--- src/rtl/nco_phase_config.sv ---
// nco_phase_config
//   Builds {POFF, PINC} configuration beats for an NCO AXI-Stream config port.
//   PINC = freq_base + sign-extended freq_adj (wraps modulo 2^PHASE_WIDTH).
//   One beat is emitted automatically after reset with the nominal carrier.
//   After that, each adj_valid pulse produces one beat. While a beat is stalled,
//   one update is parked in a pending slot, and newer updates replace it.
//
// Ports
//   clk          : single clock, rising edge
//   rst_n        : asynchronous active-low reset
//   freq_base    : unsigned nominal phase increment
//   freq_adj     : signed loop-filter correction
//   phase_off    : unsigned phase offset
//   adj_valid    : freq_adj / phase_off valid for one cycle
//   CFG_tdata    : {POFF, PINC} toward NCO config port
//   CFG_tvalid   : AXI-Stream valid
//   CFG_tready   : AXI-Stream ready
//   cfg_count    : accepted config beats (wraps at 2^16)
//   drop_count   : computed updates overwritten before being sent (wraps)
module nco_phase_config #(
    parameter int PHASE_WIDTH = 32,
    parameter int ADJ_WIDTH   = 24
) (
    input  logic                          clk,
    input  logic                          rst_n,
    input  logic [PHASE_WIDTH-1:0]        freq_base,
    input  logic signed [ADJ_WIDTH-1:0]   freq_adj,
    input  logic [PHASE_WIDTH-1:0]        phase_off,
    input  logic                          adj_valid,
    output logic [2*PHASE_WIDTH-1:0]      CFG_tdata,
    output logic                          CFG_tvalid,
    input  logic                          CFG_tready,
    output logic [15:0]                   cfg_count,
    output logic [15:0]                   drop_count
);

    typedef enum logic [1:0] {INIT, IDLE, SEND} state_t;

    // Wrapping add of the sign-extended correction; no saturation by design.
    function automatic logic [PHASE_WIDTH-1:0] pinc_wrap(
        input logic [PHASE_WIDTH-1:0]      base,
        input logic signed [ADJ_WIDTH-1:0] adj
    );
        logic [PHASE_WIDTH-1:0] adj_ext;
        adj_ext = {{(PHASE_WIDTH-ADJ_WIDTH){adj[ADJ_WIDTH-1]}}, adj};
        return base + adj_ext;
    endfunction

    state_t                   state, state_nxt;
    logic [2*PHASE_WIDTH-1:0] tdata_nxt;
    logic                     tvalid_nxt;
    logic                     pend, pend_nxt;
    logic [2*PHASE_WIDTH-1:0] pend_data, pend_data_nxt;
    logic [15:0]              cfg_nxt, drop_nxt;
    logic [2*PHASE_WIDTH-1:0] new_cfg;
    logic                     handshake;

    assign new_cfg   = {phase_off, pinc_wrap(freq_base, freq_adj)};
    assign handshake = CFG_tvalid && CFG_tready;

    always_comb begin
        state_nxt     = state;
        tdata_nxt     = CFG_tdata;
        tvalid_nxt    = CFG_tvalid;
        pend_nxt      = pend;
        pend_data_nxt = pend_data;
        cfg_nxt       = cfg_count;
        drop_nxt      = drop_count;

        case (state)
            INIT: begin
                tdata_nxt  = {{PHASE_WIDTH{1'b0}}, freq_base};
                tvalid_nxt = 1'b1;
                state_nxt  = SEND;
            end
            IDLE: begin
                tvalid_nxt = 1'b0;
                if (adj_valid) begin
                    tdata_nxt  = new_cfg;
                    tvalid_nxt = 1'b1;
                    state_nxt  = SEND;
                end
            end
            SEND: begin
                if (handshake) begin
                    cfg_nxt = cfg_count + 16'd1;
                    if (adj_valid) begin
                        // Fresh value bypasses the slot; a parked older value is lost.
                        tdata_nxt = new_cfg;
                        pend_nxt  = 1'b0;
                        if (pend) drop_nxt = drop_count + 16'd1;
                    end else if (pend) begin
                        tdata_nxt = pend_data;
                        pend_nxt  = 1'b0;
                    end else begin
                        tvalid_nxt = 1'b0;
                        state_nxt  = IDLE;
                    end
                end else if (adj_valid) begin
                    // Beat is stalled: park the update, latest wins.
                    pend_data_nxt = new_cfg;
                    pend_nxt      = 1'b1;
                    if (pend) drop_nxt = drop_count + 16'd1;
                end
            end
            default: begin
                tvalid_nxt = 1'b0;
                state_nxt  = INIT;
            end
        endcase
    end

    always_ff @(posedge clk or negedge rst_n) begin
        if (!rst_n) begin
            state      <= INIT;
            CFG_tdata  <= '0;
            CFG_tvalid <= 1'b0;
            pend       <= 1'b0;
            cfg_count  <= '0;
            drop_count <= '0;
        end else begin
            state      <= state_nxt;
            CFG_tdata  <= tdata_nxt;
            CFG_tvalid <= tvalid_nxt;
            pend       <= pend_nxt;
            cfg_count  <= cfg_nxt;
            drop_count <= drop_nxt;
        end
    end

    // Slot contents are only meaningful while pend is set, so no reset needed.
    always_ff @(posedge clk) begin
        pend_data <= pend_data_nxt;
    end

endmodule

--- config.mk ---
export PLATFORM = sky130hd
export DESIGN_NAME = nco_phase_config
export DESIGN_NICKNAME = d
export VERILOG_FILES = /design/src/rtl/nco_phase_config.sv
export SDC_FILE = /design/constraint.sdc
export NUM_CORES = 1
export LEC_CHECK = 0
export CAP_MARGIN = 20
export CORE_ASPECT_RATIO = 1.2
export CORE_MARGIN = 4
export CORE_UTILIZATION = 45
export CTS_BUF_LIST = sky130_fd_sc_hd__clkbuf_16
export DETAILED_ROUTE_END_ITERATION = 8
export PLACE_DENSITY = 0.76
export SYNTH_ARGS = -nofsm -noshare
export SYNTH_HDL_FRONTEND = slang
export SYNTH_SLANG_ARGS = --single-unit
--- constraint.sdc ---
create_clock -name clk -period 7.7 [get_ports clk]
set_input_delay 0.77 -clock clk [delete_from_list [all_inputs] [get_ports clk]]
set_output_delay 0.77 -clock clk [all_outputs]
set_load 0.05 [all_outputs]
==> run summary, run 1 <==
Status - finished, final reports clean
Area of the multi-input gates - 3920 um2
Slowest CP cell - fa_1
Finished Core Util - 60.7%
Pre-antenna DRT Iters - 5
H-tree depth - 4
WP data arrival - 3.96 ns
Syn. warnings - 0
Clk sinks - 164
NetSw - 2.12 mW
Setup TNS - 0 ns
Crit-path max FO - 4
CTS Hold Buffers Added - 0
Cells after Synth - 792
DRC violations left - 0
RSZ-0062 raised after global routing - no
FFs w/ async S/R, synth - 61.0%
Ratio of cells with drive above 1 in the final layout - 6.20%
Final wirelength - 21.7 mm
Yosys reg bits - 164
Sw frac - 46.6%
Total gr overflow - 0
Chip height - 159 um
WP data required - 8.00 ns
Total Routing Usage GR - 20.6%
First-pass GRT wire length - 35.5 mm
Comb power frac - 52.3%
Initial drt markers - 437
Register share of total power - 29.7%
Post-Syn Area - 8540 um2
CP max stage delay - 0.44 ns
Fill cell count - 1524
Hpwl dp - 15.2 mm
Clock power share - 18.0%
Longest Clk Path Bufs - 2
Avg WL per Cell - 17.8 um
Pin count of the biggest net entering global routing - 101
Die width - 134 um
Final Hold Fails - 0
TritonCTS clock tree - yes
Clock buffer count from CTS - 17
Min Tclk post-route - 3.66 ns
Hold Path Class - primary input to async pin
Storage cell area - 4420 um2
Primary FF master, synth - dfrtp_1
Nets - 1086
# diodes - 0
P_int - 2.42 mW
Syn Nets - 923
Crit end category - flip-flop
Crit path launch type - primary input
Die Area - 21300 um2
Num rows - 54
Detail Route Antenna Nets - 0
CP Class - primary input to flip-flop
Initial core utilization - 46.3%
IO Port Bufs - 188
Setup bufs post-CTS - 0
GPL Wtd Cong - 0.824
Core box area - 18400 um2
Worst-path clk slew - 0.07 ns
Slew @ Worst Pin - 1.06 ns
Number of global-route vias before repair - 6910
Clock skew - 0.00866 ns
CP cell instances - clkdlybuf4s50_1 -> ha_1 -> fa_1 -> a211oi_1 -> o21bai_1 -> a21oi_1 -> o21ai_1 -> a31oi_1 -> a21oi_1 -> a31oi_1 -> xnor2_1 -> a221o_1
Ports - 189
Crit share post-route - 47.5%
Slew margin rel. - 29.3%
Root buffer selected by CTS - clkbuf_16
Max Clk Rate - 274 MHz
Leak - 4.54 nW
Vias - 6823
P per Cell Area - 405 nW/um2
Library cells used by synthesis - 55
Clock latency on the worst-skew pair - 0.43 ns
Initial antenna violation count - 0
Final Max Tran Viols - 0
Synthesized area per cell - 10.8 um2
PostCTS Resize Cnt - 0
Max Cap Viol - 0
Vias per Instance - 5.59
Post-synth EDFFs - 64
Setup-failing EPs final - 0
Register area share after synthesis - 51.8%
Layout area overhead - 31.2%
Worst vdd ir - 0.236 mV
-- flip-flops by register name (all words and copies together), names as in the netlist --
| signal | count |
|---|---|
| drop_count | 16 |
| CFG_tdata | 64 |
| pend | 1 |
| state | 2 |
| CFG_tvalid | 1 |
| cfg_count | 16 |
| pend_data | 64 |
-- area by class of cell --
| class | count | share of cell area [%] |
|---|---|---|
| clock buffers | 17 | 3.80 |
| inverters | 14 | 0.469 |
| well taps | 252 | 2.81 |
| repair buffers | 194 | 17.2 |
| multi-input cells | 564 | 35.0 |
| clock inverters | 15 | 1.23 |
| flip-flops and latches | 164 | 39.5 |
-- layout by cell type (no fill, tap or decap), drive strengths merged, types with 33 or more instances in the layout --
cell type / synthesis / final
a21oi: 40 / 40
a22o: 33 / 33
a22oi: 40 / 40
clkdlybuf4s50: 0 / 187
dfrtp: 100 / 100
edfxtp: 64 / 64
ha: 38 / 38
nand2: 48 / 48
nor2: 75 / 75
o21ai: 35 / 35
xnor2: 41 / 41
-- critical path: cells and delay by family --
kind            cells  cell delay, ns
fa+ha+maj           2            0.70
xor+xnor            1            0.10
compound gates      8            1.96
buf+inv             1            0.42
-- worst paths after layout --
path,start,endpoint,slack (ns),depth (start not counted)
setup / recovery,freq_base[0],CFG_tdata[30],4.04,12
min in group clk,drop_count[15],drop_count[15],0.47,1
hold reg to reg,drop_count[15],drop_count[15],0.47,1
hold / removal,rst_n,CFG_tdata[48],0.34,1
max in group asynchronous,rst_n,CFG_tdata[6],6.17,2
setup reg to reg,state[1],CFG_tdata[8],4.91,5
-- synth_stat cells, drive strengths merged (11+ instances only) --
library cell	count	area [um2]
nor2	75	282
nor3	23	115
a22oi	40	300
a21oi	40	204
inv	14	52.6
a21o	23	173
ha	38	475
o21ai	35	179
xnor2	41	359
nand3	24	120
a22o	33	289
nand4	15	93.8
a221oi	11	103
dfrtp	100	2500
nand2	48	180
edfxtp	64	1920
clkbuf	46	173
xor2	19	166
-- stage by stage --
stage | setup slack [ns] | area, um2 | hold WS, ns | total power [mW] | std cells
finish | 4.04 | 11200 | 0.341 | 4.54 | 1220
CTS | 4.04 | 11200 | 0.357 | 4.59 | 1220
global placement | 3.66 | 10600 | 0.463 | 3.72 | 1188
global route | 3.80 | 11200 | 0.378 | 4.81 | 1220
floorplan | 2.92 | 8540 | 0.474 | 2.98 | 792
detailed placement | 3.59 | 10600 | 0.466 | 3.76 | 1188
-- metal layers --
metal / track usage [%] / wire length [um] / vias to the layer above
li1: - / - / 3300
met1: 25.8 / 9370 / 3319
met2: 35.9 / 11100 / 177
met3: 3.67 / 888 / 27
met4: 6.69 / 350 / 0
met5: 0 / 0 / -
-- power by group through the flow --
stage               clock (mW)  sequential (mW)  combinational (mW)
floorplan                    0             1.99               0.989
global placement             0             1.36                2.36
detailed placement           0             1.36                2.39
CTS                      0.836             1.35                2.40
global route             0.873             1.38                2.56
finish                   0.817             1.35                2.38
-- kinds of logic after synthesis --
logic type | Yosys count | synth area share [%]
fa+ha+maj | 39 | 5.80
mux | 5 | 0.630
flops | 164 | 51.8
compound gates | 243 | 21.1
simple gates | 217 | 11.7
buf+inv | 64 | 2.81
xor+xnor | 60 | 6.15
Note: power is estimated with default switching activity, not from simulation.
==> run 2: changes to the inputs <==
- clock period: 7.7 -> 3.8 ns (I/O delays scaled with it)
==> run summary, run 2 (same netlist as run 1, synthesis figures left out) <==
Total Routing Usage GR - 20.6% (+0.040 points)
Initial antenna violation count - 0 (unchanged)
Finished Core Util - 61.2% (+0.43 points)
Die width - 134 um (unchanged)
Max Clk Rate - 308 MHz
Status - finished, final reports clean
CTS Hold Buffers Added - 0 (unchanged)
Slew @ Worst Pin - 0.991 ns (-0.0664 ns)
Setup-failing EPs final - 0 (unchanged)
Fill cell count - 1534 (+0.66%)
Root buffer selected by CTS - clkbuf_16
H-tree depth - 4 (unchanged)
First-pass GRT wire length - 35.8 mm (+0.89%)
Clock skew - 0.00973 ns (+0.00107 ns)
Vias - 6847 (+0.35%)
Chip height - 159 um (unchanged)
CP Class - primary input to flip-flop
# diodes - 0 (unchanged)
PostCTS Resize Cnt - 0 (unchanged)
Crit share post-route - 85.4%
Clock buffer count from CTS - 17 (unchanged)
Ratio of cells with drive above 1 in the final layout - 6.87% (+0.67 points)
Nets - 1093 (+0.64%)
Hpwl dp - 15.3 mm (+1.1%)
Final hold slack - 0.0222 ns (-0.319 ns)
Final wirelength - 21.6 mm (-0.53%)
WP data arrival - 3.55 ns (-0.41 ns)
Total gr overflow - 0 (unchanged)
Crit-path max FO - 3 (-1)
Clock latency on the worst-skew pair - 0.42 ns (about the same)
Pre-antenna DRT Iters - 5 (unchanged)
Max Cap Viol - 0 (unchanged)
Pin count of the biggest net entering global routing - 100 (-0.99%)
Longest Clk Path Bufs - 2 (unchanged)
Detail Route Antenna Nets - 0 (unchanged)
Avg WL per Cell - 17.6 um (-1.1%)
P per Cell Area - 818 nW/um2 (+100%)
Min Tclk post-route - 3.25 ns
Initial drt markers - 283 (-35%)
Vias per Instance - 5.58 (-0.22%)
Most frequent cells in the layout - clkdlybuf4s50_1, dfrtp_1, nor2_1
Leak - 4.58 nW (+0.87%)
Die Area - 21300 um2 (unchanged)
GPL Wtd Cong - 0.816 (-0.97%)
Crit end category - flip-flop
Number of global-route vias before repair - 6923 (+0.19%)
TritonCTS clock tree - yes
Commonest non-fill, non-tap cell in the layout - clkdlybuf4s50_1
Cells on worst reg2reg path - 7 (+2)
Worst vdd ir - 0.457 mV (+94%)
Slew margin rel. - 33.9% (+4.7 points)
RSZ-0062 raised after global routing - no
Initial core utilization - 46.3% (unchanged)
Clk sinks - 164 (unchanged)
Largest regs - CFG_tdata (64), pend_data (64)
WP data required - 4.11 ns (-3.89 ns)
DRC violations left - 0 (unchanged)
Worst-path clk slew - 0.07 ns (about the same)
Layout area overhead - 32.1%
Crit path launch type - primary input
Core box area - 18400 um2 (unchanged)
Ports - 189 (unchanged)
Hold Path Class - primary input to async pin
Storage cell area - 4420 um2 (unchanged)
Setup TNS - 0 ns (unchanged)
Num rows - 54 (unchanged)
Setup bufs post-CTS - 0 (unchanged)
Area of the multi-input gates - 3920 um2 (unchanged)
Final Hold Fails - 0 (unchanged)
Final Max Tran Viols - 0 (unchanged)
IO Port Bufs - 188 (unchanged)
## run 2: per-stage QoR
step | cells | power [mW] | setup slack [ns] | area [um2]
after floorplan | 792 | 6.04 | 0.612 | 8540
after global placement | 1195 | 7.56 | 0.226 | 10700
after detailed placement | 1195 | 7.64 | 0.154 | 10700
after CTS | 1227 | 9.32 | 0.599 | 11300
after global routing | 1227 | 9.79 | 0.339 | 11300
final | 1227 | 9.23 | 0.555 | 11300
## run 2: power breakdown
group | total [mW] | internal [mW] | switching (mW)
sequential | 2.72 | 2.41 | 0.309
combinational | 4.85 | 1.65 | 3.20
clock | 1.65 | 0.869 | 0.784
## run 2: area by class of cell
type                    count  share of cell area, %
repair buffers            201                   17.7
well taps                 252                   2.79
multi-input cells         564                   34.8
clock buffers              17                   3.77
flip-flops and latches    164                   39.2
clock inverters            15                   1.24
inverters                  14                  0.466
## run 2: final timing paths
path                                     from            end  slack [ns]
worst max-delay path             freq_base[0]  CFG_tdata[28]        0.55
worst min-delay path                    rst_n  CFG_tdata[49]        0.02
worst max register to register       state[0]  CFG_tdata[26]        1.29
worst min register to register  cfg_count[15]  cfg_count[15]        0.47
max in group asynchronous               rst_n  CFG_tdata[31]        2.93
min in group clk                cfg_count[15]  cfg_count[15]        0.47
## run 2: layer usage
metal / wire [um] / vias to the layer above / GRT usage (%)
li1: - / 3304 / -
met1: 9110 / 3290 / 26.2
met2: 10900 / 216 / 35.5
met3: 1110 / 37 / 3.51
met4: 510 / 0 / 6.97
met5: 0 / - / 0
## run 2: critical path: stages
cell,delay (ns)
clkdlybuf4s50_1,0.42
ha_1,0.26
fa_1,0.43
a211oi_1,0.25
o21bai_1,0.13
a21oi_1,0.35
o31ai_2,0.16
a31oi_2,0.34
o21ai_2,0.13
a221oi_2,0.27
xnor2_1,0.11
a221o_1,0.32
